<file path="config.mk">
export PLATFORM = sky130hd
export DESIGN_NAME = mips_mc_controller
export DESIGN_NICKNAME = d
export VERILOG_FILES = /design/src/rtl/mips_pkg.sv /design/src/rtl/mips_aludec.sv /design/src/rtl/mips_mc_controller.sv
export SDC_FILE = /design/constraint.sdc
export NUM_CORES = 1
export LEC_CHECK = 0
export ABC_AREA = 1
export CAP_MARGIN = 0
export CORE_ASPECT_RATIO = 0.8
export CORE_MARGIN = 1
export CORE_UTILIZATION = 30
export DETAILED_ROUTE_END_ITERATION = 10
export HOLD_SLACK_MARGIN = 0.02
export PLACE_DENSITY = 0.66
export REMOVE_ABC_BUFFERS = 1
export SKIP_CTS_REPAIR_TIMING = 1
export SLEW_MARGIN = 20
export SYNTH_ARGS = -nofsm -noshare
export SYNTH_HDL_FRONTEND = slang
export SYNTH_SLANG_ARGS = --single-unit
</file>
<file path="constraint.sdc">
create_clock -name clk -period 1.7 [get_ports clk]
set_input_delay 0.17 -clock clk [delete_from_list [all_inputs] [get_ports clk]]
set_output_delay 0.17 -clock clk [all_outputs]
set_load 0.005 [all_outputs]
</file>
<file path="src/rtl/mips_pkg.sv">
// Shared encodings for the multicycle MIPS controller: state enum, opcodes, functs, mux selects, ALU codes.
package mips_pkg;

  typedef enum logic [3:0] {
    S_FETCH, S_DECODE, S_MEMADR, S_MEMRD, S_MEMWB, S_MEMWR,
    S_RTYPEEX, S_ALUWB, S_BEQEX, S_ADDIEX, S_ADDIWB, S_JEX
  } state_t;

  typedef enum logic [1:0] {
    ALUOP_ADD   = 2'b00,
    ALUOP_SUB   = 2'b01,
    ALUOP_FUNCT = 2'b10
  } aluop_t;

  localparam logic [5:0] OP_RTYPE = 6'b000000;
  localparam logic [5:0] OP_LW    = 6'b100011;
  localparam logic [5:0] OP_SW    = 6'b101011;
  localparam logic [5:0] OP_BEQ   = 6'b000100;
  localparam logic [5:0] OP_BNE   = 6'b000101;
  localparam logic [5:0] OP_ADDI  = 6'b001000;
  localparam logic [5:0] OP_J     = 6'b000010;

  localparam logic [5:0] FN_ADD = 6'b100000;
  localparam logic [5:0] FN_SUB = 6'b100010;
  localparam logic [5:0] FN_AND = 6'b100100;
  localparam logic [5:0] FN_OR  = 6'b100101;
  localparam logic [5:0] FN_SLT = 6'b101010;

  localparam logic [1:0] SRCB_B     = 2'b00;
  localparam logic [1:0] SRCB_FOUR  = 2'b01;
  localparam logic [1:0] SRCB_IMM   = 2'b10;
  localparam logic [1:0] SRCB_IMMSH = 2'b11;

  localparam logic [1:0] PCSRC_ALU    = 2'b00;
  localparam logic [1:0] PCSRC_ALUOUT = 2'b01;
  localparam logic [1:0] PCSRC_JUMP   = 2'b10;

  localparam logic [2:0] ALU_ADD = 3'b010;
  localparam logic [2:0] ALU_SUB = 3'b110;
  localparam logic [2:0] ALU_AND = 3'b000;
  localparam logic [2:0] ALU_OR  = 3'b001;
  localparam logic [2:0] ALU_SLT = 3'b111;

endpackage

</file>
<file path="src/rtl/mips_aludec.sv">
// ALU decoder: purely combinational (0 cycles), no flow control; aluop/funct -> alucontrol.
// Unknown funct falls back to add and raises funct_illegal.
module mips_aludec
  import mips_pkg::*;
(
  input  aluop_t      aluop,
  input  logic [5:0]  funct,
  output logic [2:0]  alucontrol,
  output logic        funct_illegal
);

  always_comb begin
    alucontrol    = ALU_ADD;
    funct_illegal = 1'b0;
    case (aluop)
      ALUOP_ADD: alucontrol = ALU_ADD;
      ALUOP_SUB: alucontrol = ALU_SUB;
      ALUOP_FUNCT: begin
        case (funct)
          FN_ADD:  alucontrol = ALU_ADD;
          FN_SUB:  alucontrol = ALU_SUB;
          FN_AND:  alucontrol = ALU_AND;
          FN_OR:   alucontrol = ALU_OR;
          FN_SLT:  alucontrol = ALU_SLT;
          default: funct_illegal = 1'b1;
        endcase
      end
      default: alucontrol = ALU_ADD;
    endcase
  end

endmodule

</file>
<file path="src/rtl/mips_mc_controller.sv">
// Multicycle MIPS Moore control FSM; outputs combinational from state (plus zero/funct), no backpressure.
// Optional MIPS_BNE_EN adds bne through the beq execute state with an inverted zero test.
module mips_mc_controller
  import mips_pkg::*;
(
  input  logic       clk,
  input  logic       reset,
  input  logic [5:0] op,
  input  logic [5:0] funct,
  input  logic       zero,
  output logic       pcen,
  output logic       memwrite,
  output logic       irwrite,
  output logic       regwrite,
  output logic       iord,
  output logic       memtoreg,
  output logic       regdst,
  output logic       alusrca,
  output logic [1:0] alusrcb,
  output logic [1:0] pcsrc,
  output logic [2:0] alucontrol,
  output logic       illegal
);

  state_t state, cur, next;
  aluop_t aluop;
  logic   pcwrite, branch, take, op_illegal, funct_illegal;
  logic   ir_w, reg_w, mem_w;

  always_ff @(posedge clk) begin
    if (reset) state <= S_FETCH;
    else       state <= next;
  end

  // Under reset the outputs decode as FETCH regardless of the stale state register.
  assign cur = reset ? S_FETCH : state;

  always_comb begin
    next       = S_FETCH;
    aluop      = ALUOP_ADD;
    pcwrite    = 1'b0;
    branch     = 1'b0;
    op_illegal = 1'b0;
    ir_w       = 1'b0;
    reg_w      = 1'b0;
    mem_w      = 1'b0;
    iord       = 1'b0;
    memtoreg   = 1'b0;
    regdst     = 1'b0;
    alusrca    = 1'b0;
    alusrcb    = SRCB_B;
    pcsrc      = PCSRC_ALU;
    case (cur)
      S_FETCH: begin
        ir_w    = 1'b1;
        pcwrite = 1'b1;
        alusrcb = SRCB_FOUR;
        next    = S_DECODE;
      end
      S_DECODE: begin
        alusrcb = SRCB_IMMSH;
        case (op)
          OP_LW, OP_SW: next = S_MEMADR;
          OP_RTYPE:     next = S_RTYPEEX;
          OP_BEQ:       next = S_BEQEX;
`ifdef MIPS_BNE_EN
          OP_BNE:       next = S_BEQEX;
`endif
          OP_ADDI:      next = S_ADDIEX;
          OP_J:         next = S_JEX;
          default:      op_illegal = 1'b1;
        endcase
      end
      S_MEMADR: begin
        alusrca = 1'b1;
        alusrcb = SRCB_IMM;
        next    = (op == OP_LW) ? S_MEMRD : S_MEMWR;
      end
      S_MEMRD: begin
        iord = 1'b1;
        next = S_MEMWB;
      end
      S_MEMWB: begin
        memtoreg = 1'b1;
        reg_w    = 1'b1;
      end
      S_MEMWR: begin
        iord  = 1'b1;
        mem_w = 1'b1;
      end
      S_RTYPEEX: begin
        alusrca = 1'b1;
        aluop   = ALUOP_FUNCT;
        next    = S_ALUWB;
      end
      S_ALUWB: begin
        regdst = 1'b1;
        reg_w  = 1'b1;
      end
      S_BEQEX: begin
        alusrca = 1'b1;
        aluop   = ALUOP_SUB;
        pcsrc   = PCSRC_ALUOUT;
        branch  = 1'b1;
      end
      S_ADDIEX: begin
        alusrca = 1'b1;
        alusrcb = SRCB_IMM;
        next    = S_ADDIWB;
      end
      S_ADDIWB: reg_w = 1'b1;
      S_JEX: begin
        pcsrc   = PCSRC_JUMP;
        pcwrite = 1'b1;
      end
      default: next = S_FETCH;
    endcase
  end

  // IR still holds the branch opcode during the execute cycle, so it selects the zero polarity.
`ifdef MIPS_BNE_EN
  assign take = (op == OP_BNE) ? ~zero : zero;
`else
  assign take = zero;
`endif

  mips_aludec u_aludec (
    .aluop         (aluop),
    .funct         (funct),
    .alucontrol    (alucontrol),
    .funct_illegal (funct_illegal)
  );

  assign pcen     = ~reset & (pcwrite | (branch & take));
  assign irwrite  = ~reset & ir_w;
  assign regwrite = ~reset & reg_w;
  assign memwrite = ~reset & mem_w;
  assign illegal  = ~reset & (op_illegal | funct_illegal);

endmodule

</file>
==> reports/qor.csv, run 1 <==
metric;value;unit
status;finished, violations left;
failing checks;setup timing;
Die ar.;2200;sq um
post-synthesis instance total;107;
worst IR drop on VDD;0.000231;V
final WL;2160;um
WP data arrival;1.73;ns
Yosys top cell by area;dfxtp_1;
RSZ-0062 raised after global routing;true;
Layout Cells excl Fill;204;
DP Area;1180;sq um
Setup WS post-layout;-0.202;ns
share of layout cells above drive strength 1;46.1;%
post-synthesis cell type count;24;
CP endpoint kind;output port;
GRT overflow;0;
drt pass-1 iters;4;
antenna-violating nets left;0;
max_cap viols;0;
CP cell instances;inv_4, nor3_4, nand2_2, inv_2, ha_4, nand3_4, nor2_4, buf_6, nand2_2, o21ai_1, buf_2;
drt first-iter violations;15;
Die Wd;52.2;um
Yosys reg bits;4;
initial core utilization;32.0;%
CTS Sinks;4;
Num CTS Buffers;3;
Area Overhead vs Synth;128;%
first-pass GRT wire length;3220;um
Worst Skew;0.00532;ns
GRT Total Usage;19.4;%
# rows;14;
Slowest-stage cell, CP;dfxtp_2;
critical path type;reg2out;
Largest Register;state;
hold path depth;3;
vias after detailed routing;925;
most frequent cells in the layout;buf_4, nand2_1, inv_1, nor2_1;
Startpoint Class;register;
CTS clk-pin slew, worst paths;0.04;ns
vias in the first global route;761;
nets;199;
most common cell after layout, fill and taps aside;buf_4;
initial antenna violation count;0;
Die H;42.2;um
worst slew pin tran;0.455;ns
Power Dens Cells;257;nW/um^2
Yosys top cell area share;13.2;%
worst reg2reg path startpoint;state[3];
Final Max Tran Viols;0;
largest net degree at the start of global routing;7;
setup TNS;-0.567;ns
Util after Layout;73.1;%
clk_lat worst skew;0.23;ns
Post-route DRC;0;
Detail Placement HPWL;1640;um
wire per inst;10.6;um
Largest register FFs;4;
Worst Setup SP;state[1];
CTS max path bufs;2;
Largest regs;state x4;
Max-slew headroom;69.4;%
Lkg Pwr;0.000845;uW
Via density;4.53;
Final Cycle Share;112;%
reg2reg path depth;9;
TritonCTS clock tree;done;
setup violators final;4;
Hold Path Origin;reset;
antenna cells;0;
area of the core;1890;sq um
Worst EP required;1.53;ns
CTS H-Tree Depth;1;
Placer Congestion;0.856;
I/O pin count;31;
Syn Area/Cell;5.66;sq um
CTS root buf;clkbuf_4;
Synth warnings;0;
IO buf count;30;
hold crit path type;in2reg;
sequential-to-total area share from yosys stat;13.2;%
Max Freq;0.526;GHz
Cells after DPL;194;
most used cell, CP;nand2_2;
Final Instance Area;1380;sq um
total power;355;uW
top cells by area, synth;dfxtp_1, nand2_1, nor2_1;
Hold Violations, Final;0;
mapped cell area;606;sq um
Tmin final;1.90;ns
crit-path max FO;3;
CP max stage delay;0.34;ns
==> cell usage after synthesis, drive strengths merged <==
cell type,number
o211ai,2
nand2,26
buf,1
o21ai,6
a21oi,4
inv,22
nor2,24
nand4,2
ha,2
nor3,3
dfxtp,4
nand3,8
o22ai,1
a31oi,2
==> layer usage <==
metal / up-vias / wire length, um / global-route usage, %
li1: 486 / - / -
met2: 21 / 1110 / 31.8
met5: - / 0 / 0
met1: 416 / 954 / 26.9
met4: 0 / 16 / 3.16
met3: 2 / 74 / 3.26
==> final cells by class <==
type                    instances  area (sq um)
well taps                      24          30.0
flip-flops and latches          4          90.1
multi-input cells              80           518
clock buffers                   3          22.5
fillers                       143           509
repair buffers                 71           632
inverters                      22          90.1
==> kinds of logic after synthesis <==
| group | synth area share [%] |
|---|---|
| flip-flops | 13.2 |
| adder cells (fa/ha/maj) | 4.13 |
| AND/OR/NAND/NOR | 51.7 |
| buffers and inverters | 15.9 |
| AO/OA/AOI/OAI | 15.1 |
==> power by group <==
group          switching [uW]  leakage [uW]  internal [uW]  total (uW)
clock network            37.2     0.0000138           78.8         116
registers                3.90     0.0000349           95.7        99.6
logic                    62.0      0.000797           77.8         140
==> worst max-delay path, delay by kind of cell (launching register included) <==
kind | cells | cell delay, ns
adders and majority gates | 1 | 0.16
buffers and inverters | 4 | 0.38
and+or+nand+nor | 5 | 0.56
AOI/OAI and AO/OA | 1 | 0.05
DFF | 1 | 0.34
==> path summary, 6_finish.rpt <==
path	end	slack [ns]
worst min-delay path	state[0]	0.29
worst max register to register	state[2]	0.27
worst min register to register	state[0]	0.65
worst max-delay path	alucontrol[0]	-0.20
==> through the flow <==
step / hold WS, ns / setup slack, ns
after floorplan: 0.239 / 0.0930
after global placement: 0.663 / -0.685
after detailed placement: 0.671 / -0.761
after CTS: 0.659 / -0.784
after global routing: 0.298 / -0.342
final: 0.287 / -0.202
Note: power is estimated with default switching activity, not from simulation.
==> run 2: changes to the inputs <==
--- a/config.mk
+++ b/config.mk
@@ -14,6 +14,7 @@
 export HOLD_SLACK_MARGIN = 0.02
 export PLACE_DENSITY = 0.66
 export REMOVE_ABC_BUFFERS = 1
+export SETUP_SLACK_MARGIN = 0.15
 export SKIP_CTS_REPAIR_TIMING = 1
 export SLEW_MARGIN = 20
 export SYNTH_ARGS = -nofsm -noshare
==> run 2 against run 1 <==
  * The flow still finishes with violations (setup timing)
  * Count of clock-buffer cells in the layout unchanged
  * Via count grew 0.11%
  * Final cell count rose by 0.98%
  * Worst hold slack gained 0.015 ns
  * Combinational power is 4% higher
  * Sequential power about the same
  * Critical path depth did not move
  * Register-to-register slack improved by 0.05 ns
  * Utilization increased by 0.46 points
  * Sequential share of layout area barely moved
  * Design area grew 0.63%
  * Largest cell class unchanged
==> reports/qor.csv, run 2 (same netlist as run 1, synthesis figures left out) <==
metric;value;unit;change
Max-slew headroom;69.5;%;+0.072 points
share of layout cells above drive strength 1;51.6;%;+5.5 points
CTS root buf;clkbuf_4;;
Layout Cells excl Fill;206;;+0.98%
CTS max path bufs;2;;unchanged
crit-path max FO;3;;unchanged
Hold Violations, Final;0;;unchanged
first-pass GRT wire length;3220;um;unchanged
Largest register FFs;4;;unchanged
I/O pin count;31;;unchanged
initial antenna violation count;0;;unchanged
Num CTS Buffers;3;;unchanged
GRT Total Usage;19.4;%;unchanged
drt first-iter violations;12;;-3
critical path type;reg2out;;
Largest regs;state x4;;
nets;201;;+1.0%
final WL;2300;um;+6.7%
GRT overflow;0;;unchanged
Lkg Pwr;0.000801;uW;-5.3%
sequential cell area;90.1;sq um;unchanged
Cells after DPL;194;;unchanged
status;finished, violations left;;
TritonCTS clock tree;done;;
r2r setup slk;0.32;ns;+0.05 ns
max_cap viols;0;;unchanged
worst slew pin tran;0.454;ns;-0.00107 ns
setup violators final;4;;unchanged
Fin Hold WS;0.302;ns;+0.0148 ns
Tmin final;1.87;ns;-0.0357 ns
Final Cycle Share;110;%;-2.1 points
Setup WS post-layout;-0.166;ns;+0.0357 ns
Die H;42.2;um;unchanged
CTS H-Tree Depth;1;;unchanged
most frequent cells in the layout;buf_4, nand2_1, nor2_1;;
clk_lat worst skew;0.24;ns;about the same
RSZ-0062 raised after global routing;true;;
antenna-violating nets left;0;;unchanged
Detail Placement HPWL;1640;um;unchanged
# rows;14;;unchanged
setup TNS;-0.556;ns;+0.0111 ns
Die Wd;52.2;um;unchanged
IO buf count;30;;unchanged
most common cell after layout, fill and taps aside;buf_4;;
Startpoint Class;register;;
worst IR drop on VDD;0.000237;V;+2.8%
total power;361;uW;+1.5%
Worst Skew;0.00560;ns;+0.000275 ns
Area Overhead vs Synth;130;%;
initial core utilization;32.0;%;unchanged
CP endpoint kind;output port;;
Worst EP required;1.53;ns;about the same
hold crit path type;in2reg;;
CTS Sinks;4;;unchanged
drt pass-1 iters;4;;unchanged
Die ar.;2200;sq um;unchanged
failing checks;setup timing;;
Post-route DRC;0;;unchanged
vias after detailed routing;926;;+0.11%
Largest Register;state;;
WP data arrival;1.70;ns;-0.03 ns
Util after Layout;73.5;%;+0.46 points
Max Freq;0.536;GHz;+1.9%
fillers;146;;+2.1%
Final Max Tran Viols;0;;unchanged
CTS clk-pin slew, worst paths;0.04;ns;about the same
Via density;4.50;;-0.86%
largest net degree at the start of global routing;7;;unchanged
Power Dens Cells;259;nW/um^2;+0.89%
antenna cells;0;;unchanged
Placer Congestion;0.856;;unchanged
area of the core;1890;sq um;unchanged
vias in the first global route;761;;unchanged
area of the multi-input gates;528;sq um;+1.9%
wire per inst;11.2;um;+5.7%
## run 2: final timing paths
| kind | endpoint | depth (start not counted) | from |
|---|---|---|---|
| worst min register to register | state[0] | 4 | state[3] |
| worst min-delay path | state[0] | 3 | reset |
| worst max-delay path | alucontrol[0] | 11 | state[1] |
| worst max register to register | state[2] | 9 | state[3] |
## run 2: layout make-up
type                    count  area share [%]
flip-flops and latches      4            6.47
repair buffers             73            45.1
well taps                  24            2.16
multi-input cells          80            37.9
inverters                  22            6.65
clock buffers               3            1.62
## run 2: routing by layer
layer / up-vias / track usage, % / share of wire (%)
met3: 2 / 3.26 / 2.1
met5: - / 0 / 0
met4: 0 / 3.16 / 0.70
met1: 418 / 26.9 / 45
met2: 19 / 31.8 / 53
li1: 487 / - / -
## run 2: where the power goes
part	internal [uW]	total [uW]	switching (uW)	leakage, uW
combinational	79.5	145	65.6	0.000752
clock	78.8	116	37.3	0.0000138
sequential	95.7	99.7	3.91	0.0000349
## run 2: worst max-delay path: stages, from the launching register on
cell     delay (ns)
dfxtp_2        0.34
inv_4          0.05
nor3_4         0.18
nand2_2        0.09
inv_2          0.08
ha_4           0.16
nand3_4        0.08
nor2_4         0.16
buf_6          0.11
nand2_2        0.03
o21ai_1        0.06
buf_2          0.13
## run 2: metrics by stage
stage	instance area (sq um)	setup WS [ns]
3_3_place_gp	1180	-0.685
5_1_grt	1390	-0.297
2_1_floorplan	594	0.0930
3_5_place_dp	1180	-0.761
4_1_cts	1200	-0.784
6_report	1390	-0.166
